$ cat src/rtl/bneck_act_pkg.sv
// Shared types and Q8.8 constants for the bneck activation stage.
package bneck_act_pkg;

  typedef enum logic [1:0] {
    ACT_NONE   = 2'd0,
    ACT_RELU   = 2'd1,
    ACT_RELU6  = 2'd2,
    ACT_HSWISH = 2'd3
  } act_mode_t;

  localparam logic signed [15:0] Q_THREE = 16'sh0300;
  localparam logic signed [15:0] Q_SIX   = 16'sh0600;
  localparam int INV6_Q16  = 10923;
  localparam int HSW_SHIFT = 24;

endpackage

$ cat src/rtl/bneck_activation_if.sv
// Stream bus between BN, the activation stage and its downstream consumer.
interface bneck_activation_if #(
  parameter int WIDTH = 16,
  parameter int CH_W  = 4
);
  logic             en;
  logic [WIDTH-1:0] x_in;
  logic [CH_W-1:0]  channel_in;
  logic             valid_in;
  logic [1:0]       act_mode;
  logic [WIDTH-1:0] y_out;
  logic [CH_W-1:0]  channel_out;
  logic             valid_out;
  logic             ready_in;
  logic             overflow;
  logic [15:0]      drop_count;

  modport master (
    output en, x_in, channel_in, valid_in, act_mode, ready_in,
    input  y_out, channel_out, valid_out, overflow, drop_count
  );

  modport slave (
    input  en, x_in, channel_in, valid_in, act_mode, ready_in,
    output y_out, channel_out, valid_out, overflow, drop_count
  );
endinterface

$ cat src/rtl/bneck_out_fifo.sv
// Synchronous FIFO with first-word fall-through head; reads zero when empty.
module bneck_out_fifo #(
  parameter int W     = 20,
  parameter int DEPTH = 4
) (
  input  logic         clk,
  input  logic         rst,
  input  logic         i_push,
  input  logic [W-1:0] i_data,
  input  logic         i_pop,
  output logic         o_full,
  output logic         o_empty,
  output logic [W-1:0] o_data
);
  localparam int AW = $clog2(DEPTH);

  logic [W-1:0]  r_mem [DEPTH];
  logic [AW-1:0] r_wr_ptr;
  logic [AW-1:0] r_rd_ptr;
  logic [AW:0]   r_count;
  logic          w_do_push;
  logic          w_do_pop;

  assign o_full    = (r_count == (AW+1)'(DEPTH));
  assign o_empty   = (r_count == '0);
  assign w_do_pop  = i_pop & ~o_empty;
  // A full FIFO still takes a push when the head leaves in the same cycle.
  assign w_do_push = i_push & (~o_full | w_do_pop);
  assign o_data    = o_empty ? '0 : r_mem[r_rd_ptr];

  always_ff @(posedge clk) begin
    if (rst) begin
      r_wr_ptr <= '0;
      r_rd_ptr <= '0;
      r_count  <= '0;
    end else begin
      if (w_do_push) r_wr_ptr <= r_wr_ptr + AW'(1);
      if (w_do_pop)  r_rd_ptr <= r_rd_ptr + AW'(1);
      case ({w_do_push, w_do_pop})
        2'b10:   r_count <= r_count + (AW+1)'(1);
        2'b01:   r_count <= r_count - (AW+1)'(1);
        default: r_count <= r_count;
      endcase
    end
  end

  always_ff @(posedge clk) begin
    if (w_do_push) r_mem[r_wr_ptr] <= i_data;
  end

endmodule

$ cat src/rtl/bneck_activation.sv
// Three-stage activation pipeline (NONE/ReLU/ReLU6/h-swish) feeding an output FIFO
// with drop detection, since the BN source cannot be stalled.
module bneck_activation #(
  parameter int WIDTH     = 16,
  parameter int FRAC      = 8,
  parameter int CHANNELS  = 16,
  parameter int OUT_DEPTH = 4
) (
  input logic              clk,
  input logic              rst,
  bneck_activation_if.slave bus
);
  import bneck_act_pkg::*;

  localparam int CH_W  = $clog2(CHANNELS);
  localparam int FW    = WIDTH + CH_W;
  // HSW_SHIFT is stated for Q8.8; keep the rescale tracking FRAC.
  localparam int SHIFT = HSW_SHIFT + FRAC - 8;
  localparam logic signed [47:0] HSW_K   = 48'(INV6_Q16);
  localparam logic signed [47:0] HSW_RND = 48'sd1 <<< (SHIFT - 1);
  localparam logic signed [47:0] HSW_MAX = 48'((64'sd1 <<< (WIDTH - 1)) - 64'sd1);
  localparam logic signed [47:0] HSW_MIN = 48'(-(64'sd1 <<< (WIDTH - 1)));

  logic signed [WIDTH:0]     w_sum;
  logic signed [WIDTH:0]     w_t;
  logic                      r_s1_vld;
  logic signed [WIDTH-1:0]   r_s1_x;
  logic signed [WIDTH:0]     r_s1_t;
  logic [CH_W-1:0]           r_s1_ch;
  act_mode_t                 r_s1_mode;
  logic                      r_s2_vld;
  logic signed [WIDTH-1:0]   r_s2_x;
  logic signed [2*WIDTH-1:0] r_s2_p;
  logic [CH_W-1:0]           r_s2_ch;
  act_mode_t                 r_s2_mode;
  logic                      r_s3_vld;
  logic [WIDTH-1:0]          r_s3_y;
  logic [CH_W-1:0]           r_s3_ch;
  logic signed [47:0]        w_hsw_full;
  logic signed [47:0]        w_hsw;
  logic signed [WIDTH-1:0]   w_y;
  logic                      w_push;
  logic                      w_pop;
  logic                      w_full;
  logic                      w_empty;
  logic                      w_drop;
  logic [FW-1:0]             w_head;
  logic                      r_overflow;
  logic [15:0]               r_drop_cnt;

  assign w_sum = {bus.x_in[WIDTH-1], bus.x_in} + (WIDTH+1)'(Q_THREE);

  always_comb begin
    w_t = w_sum;
    if (w_sum < 0)                             w_t = '0;
    else if (w_sum > (WIDTH+1)'(Q_SIX))        w_t = (WIDTH+1)'(Q_SIX);
  end

  assign w_hsw_full = 48'(r_s2_p) * HSW_K + HSW_RND;
  assign w_hsw      = w_hsw_full >>> SHIFT;

  always_comb begin
    w_y = r_s2_x;
    case (r_s2_mode)
      ACT_RELU:  if (r_s2_x < 0) w_y = '0;
      ACT_RELU6: begin
        if (r_s2_x < 0)                      w_y = '0;
        else if (r_s2_x > WIDTH'(Q_SIX))     w_y = WIDTH'(Q_SIX);
      end
      ACT_HSWISH: begin
        if (w_hsw > HSW_MAX)                 w_y = HSW_MAX[WIDTH-1:0];
        else if (w_hsw < HSW_MIN)            w_y = HSW_MIN[WIDTH-1:0];
        else                                 w_y = w_hsw[WIDTH-1:0];
      end
      default: w_y = r_s2_x;
    endcase
  end

  // The whole pipeline, including the final push, freezes while en is low.
  always_ff @(posedge clk) begin
    if (rst) begin
      r_s1_vld  <= 1'b0;
      r_s1_x    <= '0;
      r_s1_t    <= '0;
      r_s1_ch   <= '0;
      r_s1_mode <= ACT_NONE;
      r_s2_vld  <= 1'b0;
      r_s2_x    <= '0;
      r_s2_p    <= '0;
      r_s2_ch   <= '0;
      r_s2_mode <= ACT_NONE;
      r_s3_vld  <= 1'b0;
      r_s3_y    <= '0;
      r_s3_ch   <= '0;
    end else if (bus.en) begin
      r_s1_vld <= bus.valid_in;
      if (bus.valid_in) begin
        r_s1_x    <= bus.x_in;
        r_s1_t    <= w_t;
        r_s1_ch   <= bus.channel_in;
        r_s1_mode <= act_mode_t'(bus.act_mode);
      end
      r_s2_vld  <= r_s1_vld;
      r_s2_x    <= r_s1_x;
      r_s2_p    <= (2*WIDTH)'(r_s1_x) * (2*WIDTH)'(r_s1_t);
      r_s2_ch   <= r_s1_ch;
      r_s2_mode <= r_s1_mode;
      r_s3_vld  <= r_s2_vld;
      r_s3_y    <= w_y;
      r_s3_ch   <= r_s2_ch;
    end
  end

  assign w_push = r_s3_vld & bus.en;
  assign w_pop  = bus.ready_in & ~w_empty;
  assign w_drop = w_push & w_full & ~w_pop;

  bneck_out_fifo #(.W(FW), .DEPTH(OUT_DEPTH)) u_fifo (
    .clk     (clk),
    .rst     (rst),
    .i_push  (w_push),
    .i_data  ({r_s3_y, r_s3_ch}),
    .i_pop   (w_pop),
    .o_full  (w_full),
    .o_empty (w_empty),
    .o_data  (w_head)
  );

  always_ff @(posedge clk) begin
    if (rst) begin
      r_overflow <= 1'b0;
      r_drop_cnt <= '0;
    end else if (w_drop) begin
      r_overflow <= 1'b1;
      if (r_drop_cnt != 16'hFFFF) r_drop_cnt <= r_drop_cnt + 16'd1;
    end
  end

  assign bus.y_out       = w_head[FW-1:CH_W];
  assign bus.channel_out = w_head[CH_W-1:0];
  assign bus.valid_out   = ~w_empty;
  assign bus.overflow    = r_overflow;
  assign bus.drop_count  = r_drop_cnt;

endmodule
$ cat src/flat_wrapper.sv
// flat-port wrapper written by rule: the top's interface ports become plain ports
module bneck_activation_flat import bneck_act_pkg::*;
#(
  parameter int WIDTH     = 16,
  parameter int FRAC      = 8,
  parameter int CHANNELS  = 16,
  parameter int OUT_DEPTH = 4
)
  (clk, rst, bus_en, bus_x_in, bus_channel_in, bus_valid_in, bus_act_mode, bus_ready_in, bus_y_out, bus_channel_out, bus_valid_out, bus_overflow, bus_drop_count);
  bneck_activation_if #(.WIDTH(WIDTH)) bus_i ();
  input logic clk;
  input logic rst;
  input wire logic [$bits(bus_i.en)-1:0] bus_en;
  input wire logic [$bits(bus_i.x_in)-1:0] bus_x_in;
  input wire logic [$bits(bus_i.channel_in)-1:0] bus_channel_in;
  input wire logic [$bits(bus_i.valid_in)-1:0] bus_valid_in;
  input wire logic [$bits(bus_i.act_mode)-1:0] bus_act_mode;
  input wire logic [$bits(bus_i.ready_in)-1:0] bus_ready_in;
  output wire logic [$bits(bus_i.y_out)-1:0] bus_y_out;
  output wire logic [$bits(bus_i.channel_out)-1:0] bus_channel_out;
  output wire logic [$bits(bus_i.valid_out)-1:0] bus_valid_out;
  output wire logic [$bits(bus_i.overflow)-1:0] bus_overflow;
  output wire logic [$bits(bus_i.drop_count)-1:0] bus_drop_count;
  assign bus_i.en = bus_en;
  assign bus_i.x_in = bus_x_in;
  assign bus_i.channel_in = bus_channel_in;
  assign bus_i.valid_in = bus_valid_in;
  assign bus_i.act_mode = bus_act_mode;
  assign bus_i.ready_in = bus_ready_in;
  assign bus_y_out = bus_i.y_out;
  assign bus_channel_out = bus_i.channel_out;
  assign bus_valid_out = bus_i.valid_out;
  assign bus_overflow = bus_i.overflow;
  assign bus_drop_count = bus_i.drop_count;
  bneck_activation #(.WIDTH(WIDTH), .FRAC(FRAC), .CHANNELS(CHANNELS), .OUT_DEPTH(OUT_DEPTH)) u_core (.clk(clk), .rst(rst), .bus(bus_i));
endmodule
$ cat config.mk
export PLATFORM = sky130hd
export DESIGN_NAME = bneck_activation_flat
export DESIGN_NICKNAME = d
export VERILOG_FILES = /design/src/rtl/bneck_act_pkg.sv /design/src/rtl/bneck_activation_if.sv /design/src/rtl/bneck_out_fifo.sv /design/src/rtl/bneck_activation.sv /design/src/flat_wrapper.sv
export SDC_FILE = /design/constraint.sdc
export NUM_CORES = 2
export LEC_CHECK = 0
export CAP_MARGIN = 20
export CORE_UTILIZATION = 30
export DETAILED_ROUTE_END_ITERATION = 8
export PLACE_DENSITY_LB_ADDON = 0.1
export SLEW_MARGIN = 20
export SYNTH_ARGS = -nofsm -noshare
export SYNTH_HDL_FRONTEND = slang
export SYNTH_SLANG_ARGS = --single-unit
$ cat constraint.sdc
create_clock -name clk -period 9 [get_ports clk]
set_input_delay 1.35 -clock clk [delete_from_list [all_inputs] [get_ports clk]]
set_output_delay 1.35 -clock clk [all_outputs]
set_load 0.1 [all_outputs]
# Word-level counts from Yosys, hierarchy flattened
# Memories as Yosys holds them, arrays and structs flattened. A register that Yosys moved wholly into a read port is not among the register bits.
# Cells that the tools add are included.
dict set report word_totals {
  ff_bits 140
  mem_bits_rw 80
  output_inout_bits 38
  wordCells 69
  memories 1
}
# memory words width rd rd_ports_with_merged_regs write_ports line
set memory_table {}
lappend memory_table {u_core.u_fifo.r_mem 4 20 1 1 1 bneck_out_fifo.sv:17} ;# logic [W-1:0] r_mem [DEPTH];
dict set report classes {
  add_sub_neg 7
  n_mul 2
  magnitude_cmp 6
  eq_ne 7
  mux 14
  n_bitwise 10
  reduce_logical 4
}
# op n
set op_table {}
lappend op_table {{2-to-1 mux 16 bit} 5}
lappend op_table {{adder 47 x 25 -> 48 bit (second input constant)} 1}
lappend op_table {{case mux 16 bit (3 select lines)} 1}
lappend op_table {{multiplier 32 x 15 -> 47 bit (second input constant)} 1}
lappend op_table {{2-to-1 mux 17 bit} 2}
lappend op_table {{multiplier 16 x 17 -> 32 bit} 1}
lappend op_table {{> comparator 24 x 16 -> 1 bit (second input constant)} 1}
lappend op_table {{< comparator 24 x 16 -> 1 bit (second input constant)} 1}
lappend op_table {{2-to-1 mux 20 bit} 1}
lappend op_table {{adder 16 x 11 -> 17 bit (second input constant)} 1}
lappend op_table {{> comparator 17 x 12 -> 1 bit (second input constant)} 1}
lappend op_table {{< comparator 17 x 1 -> 1 bit (second input constant)} 1}
lappend op_table {{adder 16 x 1 -> 16 bit (second input constant)} 1}
lappend op_table {{> comparator 16 x 12 -> 1 bit (second input constant)} 1}
lappend op_table {{< comparator 16 x 1 -> 1 bit (second input constant)} 1}
lappend op_table {{inequality test 16 bit (second input constant)} 1}
lappend op_table {{AND 1 bit} 6}
lappend op_table {{== test 2 bit (second input constant)} 3}
lappend op_table {{case mux 3 bit (2 select lines)} 1}
lappend op_table {{adder 2 x 1 -> 2 bit (second input constant)} 2}
lappend op_table {{== test 2 x 1 -> 1 bit (second input constant)} 2}
lappend op_table {{2-to-1 mux 2 bit} 2}
lappend op_table {{AND reduction 2 bit} 2}
lappend op_table {{adder 3 x 1 -> 3 bit (second input constant)} 1}
lappend op_table {{7 further kinds} 10}

# Logic depth before layout (Yosys ltp)
dict set report depth {
  word_depth 8
  depth_mapped 26
  depth_no_buf 25
}

# Modules after synthesis
# Synthesis repeated with hierarchy kept, for this count alone.
dict set report hier_totals {
  cells_unflattened 2839
  hier_area_um2 27327.5
}
# module instances cells_per_inst area_each_um2
set modules_own_cells {}
lappend modules_own_cells {bneck_activation 1 2659 23730.3}
lappend modules_own_cells {bneck_out_fifo 1 180 3597.2}

# Worst setup path before layout
# Ideal clock, no wire load.
dict set report synth_path {
  kind {reg2reg}
  start {register u_core.r_s2_p[31]}
  end {register u_core.r_s3_y[12]}
  arrival_time_ns 6.326
  setup_slack_ns 2.547
  path_stages_with_launch 24
  path_buffers 2
  synth_period_minus_slack_ns 6.453
  cell_sequence {dfxtp_1 > ha_1 > fa_1 > inv_1 > fa_1 > fa_1 > fa_1 > inv_1 > fa_1 > inv_1 > ha_1 > clkbuf_1 > nand4_1 > nor4_2 > and2b_1 > a21boi_2 > nor3b_4 > o31ai_1 > xnor2_1 > o2111ai_1 > o211ai_2 > nor2_2 > buf_6 > or3_1}
}
dict set report synth_via {
  elab_chain_len 6
}
# element line
set synth_lines {}
lappend synth_lines {{from (decl)} bneck_activation.sv:33} ;# logic signed [2*WIDTH-1:0] r_s2_p;
lappend synth_lines {{from (signal assigned)} bneck_activation.sv:105} ;# r_s2_p <= (2*WIDTH)'(r_s1_x) * (2*WIDTH)'(r_s1_t);
lappend synth_lines {{multiplier 32 x 15 -> 47 bit (*)} bneck_activation.sv:59} ;# assign w_hsw_full = 48'(r_s2_p) * HSW_K + HSW_RND;
lappend synth_lines {{adder 47 x 25 -> 48 bit (*)} bneck_activation.sv:59}
lappend synth_lines {{< comparator 24 x 16 -> 1 bit} bneck_activation.sv:72} ;# else if (w_hsw < HSW_MIN) w_y = HSW_MIN[WIDTH-1:0];
lappend synth_lines {{2-to-1 mux 16 bit} bneck_activation.sv:72}
lappend synth_lines {{2-to-1 mux 16 bit (*)} bneck_activation.sv:71} ;# if (w_hsw > HSW_MAX) w_y = HSW_MAX[WIDTH-1:0];
lappend synth_lines {{case mux 16 bit (3 select lines) (*)} bneck_activation.sv:64} ;# case (r_s2_mode)
lappend synth_lines {{to (signal assigned)} bneck_activation.sv:109} ;# r_s3_y <= w_y;
lappend synth_lines {{to (decl)} bneck_activation.sv:37} ;# logic [WIDTH-1:0] r_s3_y;
# Every way passes the cells marked *; elsewhere a longest branch is shown, timed or not.
# A chain may end at the register's enable or synchronous reset.

# Final worst setup path
dict set report layout_path {
  start {register u_core.r_s1_x[1]}
  end {register u_core.r_s2_p[30]}
}
dict set report layout_via {
  elab_chain_len 1
}
# element line
set layout_lines {}
lappend layout_lines {{from (decl)} bneck_activation.sv:27} ;# logic signed [WIDTH-1:0] r_s1_x;
lappend layout_lines {{from (signal assigned)} bneck_activation.sv:98} ;# r_s1_x <= bus.x_in;
lappend layout_lines {{multiplier 16 x 17 -> 32 bit} bneck_activation.sv:105}
# No other way between the ends.

==> impl_results.md <==
* Period minus WS final at approximately 7.3 ns
* Overall Global Routing Usage at 16.31%
* FP Rows at 109
* Highest clock rate at approximately 0.14 GHz
* Port Buffers at 64
* Post-CTS sizing at 0
* Die Wd at 302.9 um
* Area growth syn-to-layout at 9.961%
* TNS Setup at 0 ns
* Core area at 89060 um2
* Post-DP HPWL at ~59000 um
* Clock latency on the worst-skew pair at 0.58 ns
* Most used cell, CP: fa_1
* Reg area at 5226 um2
* Most frequent cells in the layout: 617 x inv_1, 384 x fa_1, 354 x ha_1
* Cell Pwr Density at 105.6 nW/um2
* Final max-slew violation count at 0
* Post-synth EDFFs at 80
* Avg Vias per Cell at 4.642
* Final Hold Vio Count at 0
* Largest net degree at the start of global routing at 62
* Worst path slowest cell: dfxtp_1
* CTS clk-pin slew, worst paths at approximately 0.060 ns
* Top cell type's share of synthesized area at roughly 28%
* DRC at 0
* Avg WL per Cell at 17.99 um
* DRT Wirelength at roughly 72000 um
* Clock power share at 35.3%
* Initial core utilization at 30.49%
* Worst-path cell chain: nand2_1 > fa_1 > inv_1 > fa_1 > inv_1 > fa_1 > inv_1 > fa_1 > inv_1 > fa_1 > inv_1 > fa_1 > ha_1 > a21o_1 > a21o_1 > a21oi_1 > o21ai_0 > or3_1 > o2111ai_1 > a21oi_1 > a21o_1 > a211oi_1 > xor2_1 > o21ai_0
* Ys flop type: dfxtp_1
* Most common cell after layout, fill and taps aside: inv_1
* Root buffer cell: clkbuf_16
* Clock Tree Buf Depth at 3
* Yosys top cell by area: fa_1
* # diodes at 0
* #FFs+latches synth at approximately 220
* Io pins at 65
* Power Total at 0.003154 W
* GPL Wtd Cong at between 0.8 and 0.9
* Worst-path maximum fanout at 18
* Fillers at 9194
* Drt first-iter violations at 819
* DP Area at roughly 29000 um2
* Least-Margin Pin Slew at just under 1 ns
* Worst Path Required at 9.44 ns
* Die area at between 90000 and 100000 um2
* CP Capture Type: flip-flop
* Synth Instances at 2819
* Setup Buffers After CTS at 0
* Fin nets at 3601
* Synthesized Nets at ~3600
* Count of different cell masters after synthesis at 92
* Logic gate share of total power at 30.2%
* Via Count at around 19000
* Crit Path Category: flip-flop to flip-flop
* GRT overflow at 0
* Sequential fraction of design power at 34.5%
* Switch share at 36.26%
* Hold buffer count at cts at 0
* Cts bufs inserted at 27
* Initial antenna violation count at 0
* Sequential share of the synthesized area at 19.24%
* Max_cap viols at 0
* Internal at between 0.002 and 0.0025 W
* Critical Path AT at 7.73 ns
* Fin area at 29860 um2
* Synth async-reset ratio at 0%
* RSZ-0062 raised after global routing: no
* Pleak at 14.20 nW
* Area of the multi-input gates at 19180 um2
* Synthesized area at 27160 um2
* Psw at 0.001144 W
* First-pass GRT wire length at 116500 um
* Min-delay worst type: flip-flop to flip-flop
* CP peak stage delay at 0.81 ns
* Clk sinks at around 220
* Period utilisation layout at 80.93%
* Clock skew at between 0.02 and 0.025 ns
* Htree depth at 1
* CTS tree: yes
* Outcome: complete, no violations
* Maximum vdd ir drop at around 0.00011 V
* Die Y at 302.9 um
* CP startpoint kind: flip-flop
* Final number of setup-violating endpoints at 0
* Drt pass-1 iters at 7
* Layout cells sized above 1 at 4.375%
* Max-slew headroom at 33.85%
* Largest cells by area after synthesis: fa_1 28%, ha_1 16%, dfxtp_1 10%, edfxtp_1 8.8%, inv_1 8.5%
* Antenna Nets Post-Route at 0
* Syn avg cell area at 9.633 um2
* Synth Warn # at 0
* Number of global-route vias before repair at 20219
## cells by family after synthesis
family | after synthesis | synth area share (%)
and+or+nand+nor | 688 | 12.35
adders and majority gates | 738 | 44.62
DFF | 221 | 19.24
buffers and inverters | 712 | 10.12
xor gates and xnor gates | 73 | 2.354
AOI/OAI and AO/OA | 315 | 7.736
muxes | 72 | 3.575
## worst max-delay path: cells and delay by family (launching register included)
| family | cells | cell delay, ns |
|---|---|---|
| and+or+nand+nor | 2 | 0.53 |
| adders and majority gates | 7 | 3.40 |
| buffers and inverters | 5 | 0.26 |
| AOI/OAI and AO/OA | 9 | 1.68 |
| DFF | 1 | 0.81 |
| xor gates and xnor gates | 1 | 0.44 |
## synth_stat cells (25+ instances only)
library cell / number
edfxtp_1: 80
xnor2_1: 43
clkbuf_1: 74
a21oi_1: 110
mux2i_1: 52
nor2_1: 149
o21ai_0: 50
a21o_1: 30
nand2b_1: 25
nand2_1: 241
dfxtp_1: 141
inv_1: 617
and2_1: 142
xor2_1: 30
ha_1: 354
fa_1: 384
## registers in the layout (all words and copies together) (netlist names), named ones only
register                count
u_core.u_fifo.r_mem        80
u_core.r_s2_p              32
u_core.bus.drop_count      16
u_core.r_s1_t              16
u_core.r_s1_x              16
u_core.r_s2_x              16
u_core.r_s3_y              16
u_core.r_s1_ch              4
u_core.r_s2_ch              4
u_core.r_s3_ch              4
u_core.u_fifo.r_count       3
u_core.r_s1_mode            2
u_core.r_s2_mode            2
u_core.u_fifo.r_rd_ptr      2
u_core.u_fifo.r_wr_ptr      2
u_core.bus.overflow         1
u_core.r_s1_vld             1
u_core.r_s2_vld             1
u_core.r_s3_vld             1
## power groups by stage
stage          sequential [W]  clock [W]  combinational, W
2_1_floorplan         0.00108          0          0.000740
3_3_place_gp          0.00111          0          0.000966
3_5_place_dp          0.00111          0          0.000969
4_1_cts               0.00109    0.00116          0.000973
5_1_grt               0.00109    0.00120           0.00106
6_report              0.00109    0.00111          0.000953
## layout make-up
cell class / count / area share, %
clock buffers: 30 / 2.334
clock inverters: 20 / 0.6830
inverters: 617 / 7.756
multi-input cells: 1886 / 64.24
flip-flops and latches: 221 / 17.50
well taps: 1165 / 4.881
repair buffers: 83 / 2.606
## worst paths after layout
check                                  startpoint                end  slack [ns]  cells after the start
worst max-delay path             u_core.r_s1_x[1]  u_core.r_s2_p[30]        1.72                     24
worst min-delay path            u_core.r_s1_ch[1]  u_core.r_s1_ch[1]        0.46                      2
worst max register to register   u_core.r_s1_x[1]  u_core.r_s2_p[30]        1.72                     24
worst min register to register  u_core.r_s1_ch[1]  u_core.r_s1_ch[1]        0.46                      2
## per-layer routing
layer / track usage, % / part of all wire, % / vias to the layer above / wire length [um]
li1: - / - / 8980 / -
met1: 22.95 / 49 / 9419 / 35400
met2: 27.75 / 48 / 215 / 34410
met3: 1.375 / 2.2 / 56 / 1595
met4: 2.273 / 1.3 / 0 / 941
met5: 0 / 0 / - / 0
## through the flow
step / util [%] / hold WS, ns / std cells / setup slack [ns]
after global placement: 32.52 / 0.4484 / 3972 / 1.702
after CTS: 33.53 / 0.4608 / 4022 / 1.628
after detailed placement: 32.52 / 0.4519 / 3972 / 1.644
final: 33.53 / 0.4598 / 4022 / 1.717
after floorplan: - / 0.4360 / 2819 / 2.547
after global routing: 33.53 / 0.4810 / 4022 / 1.321
Note: power is estimated with default switching activity, not from simulation.
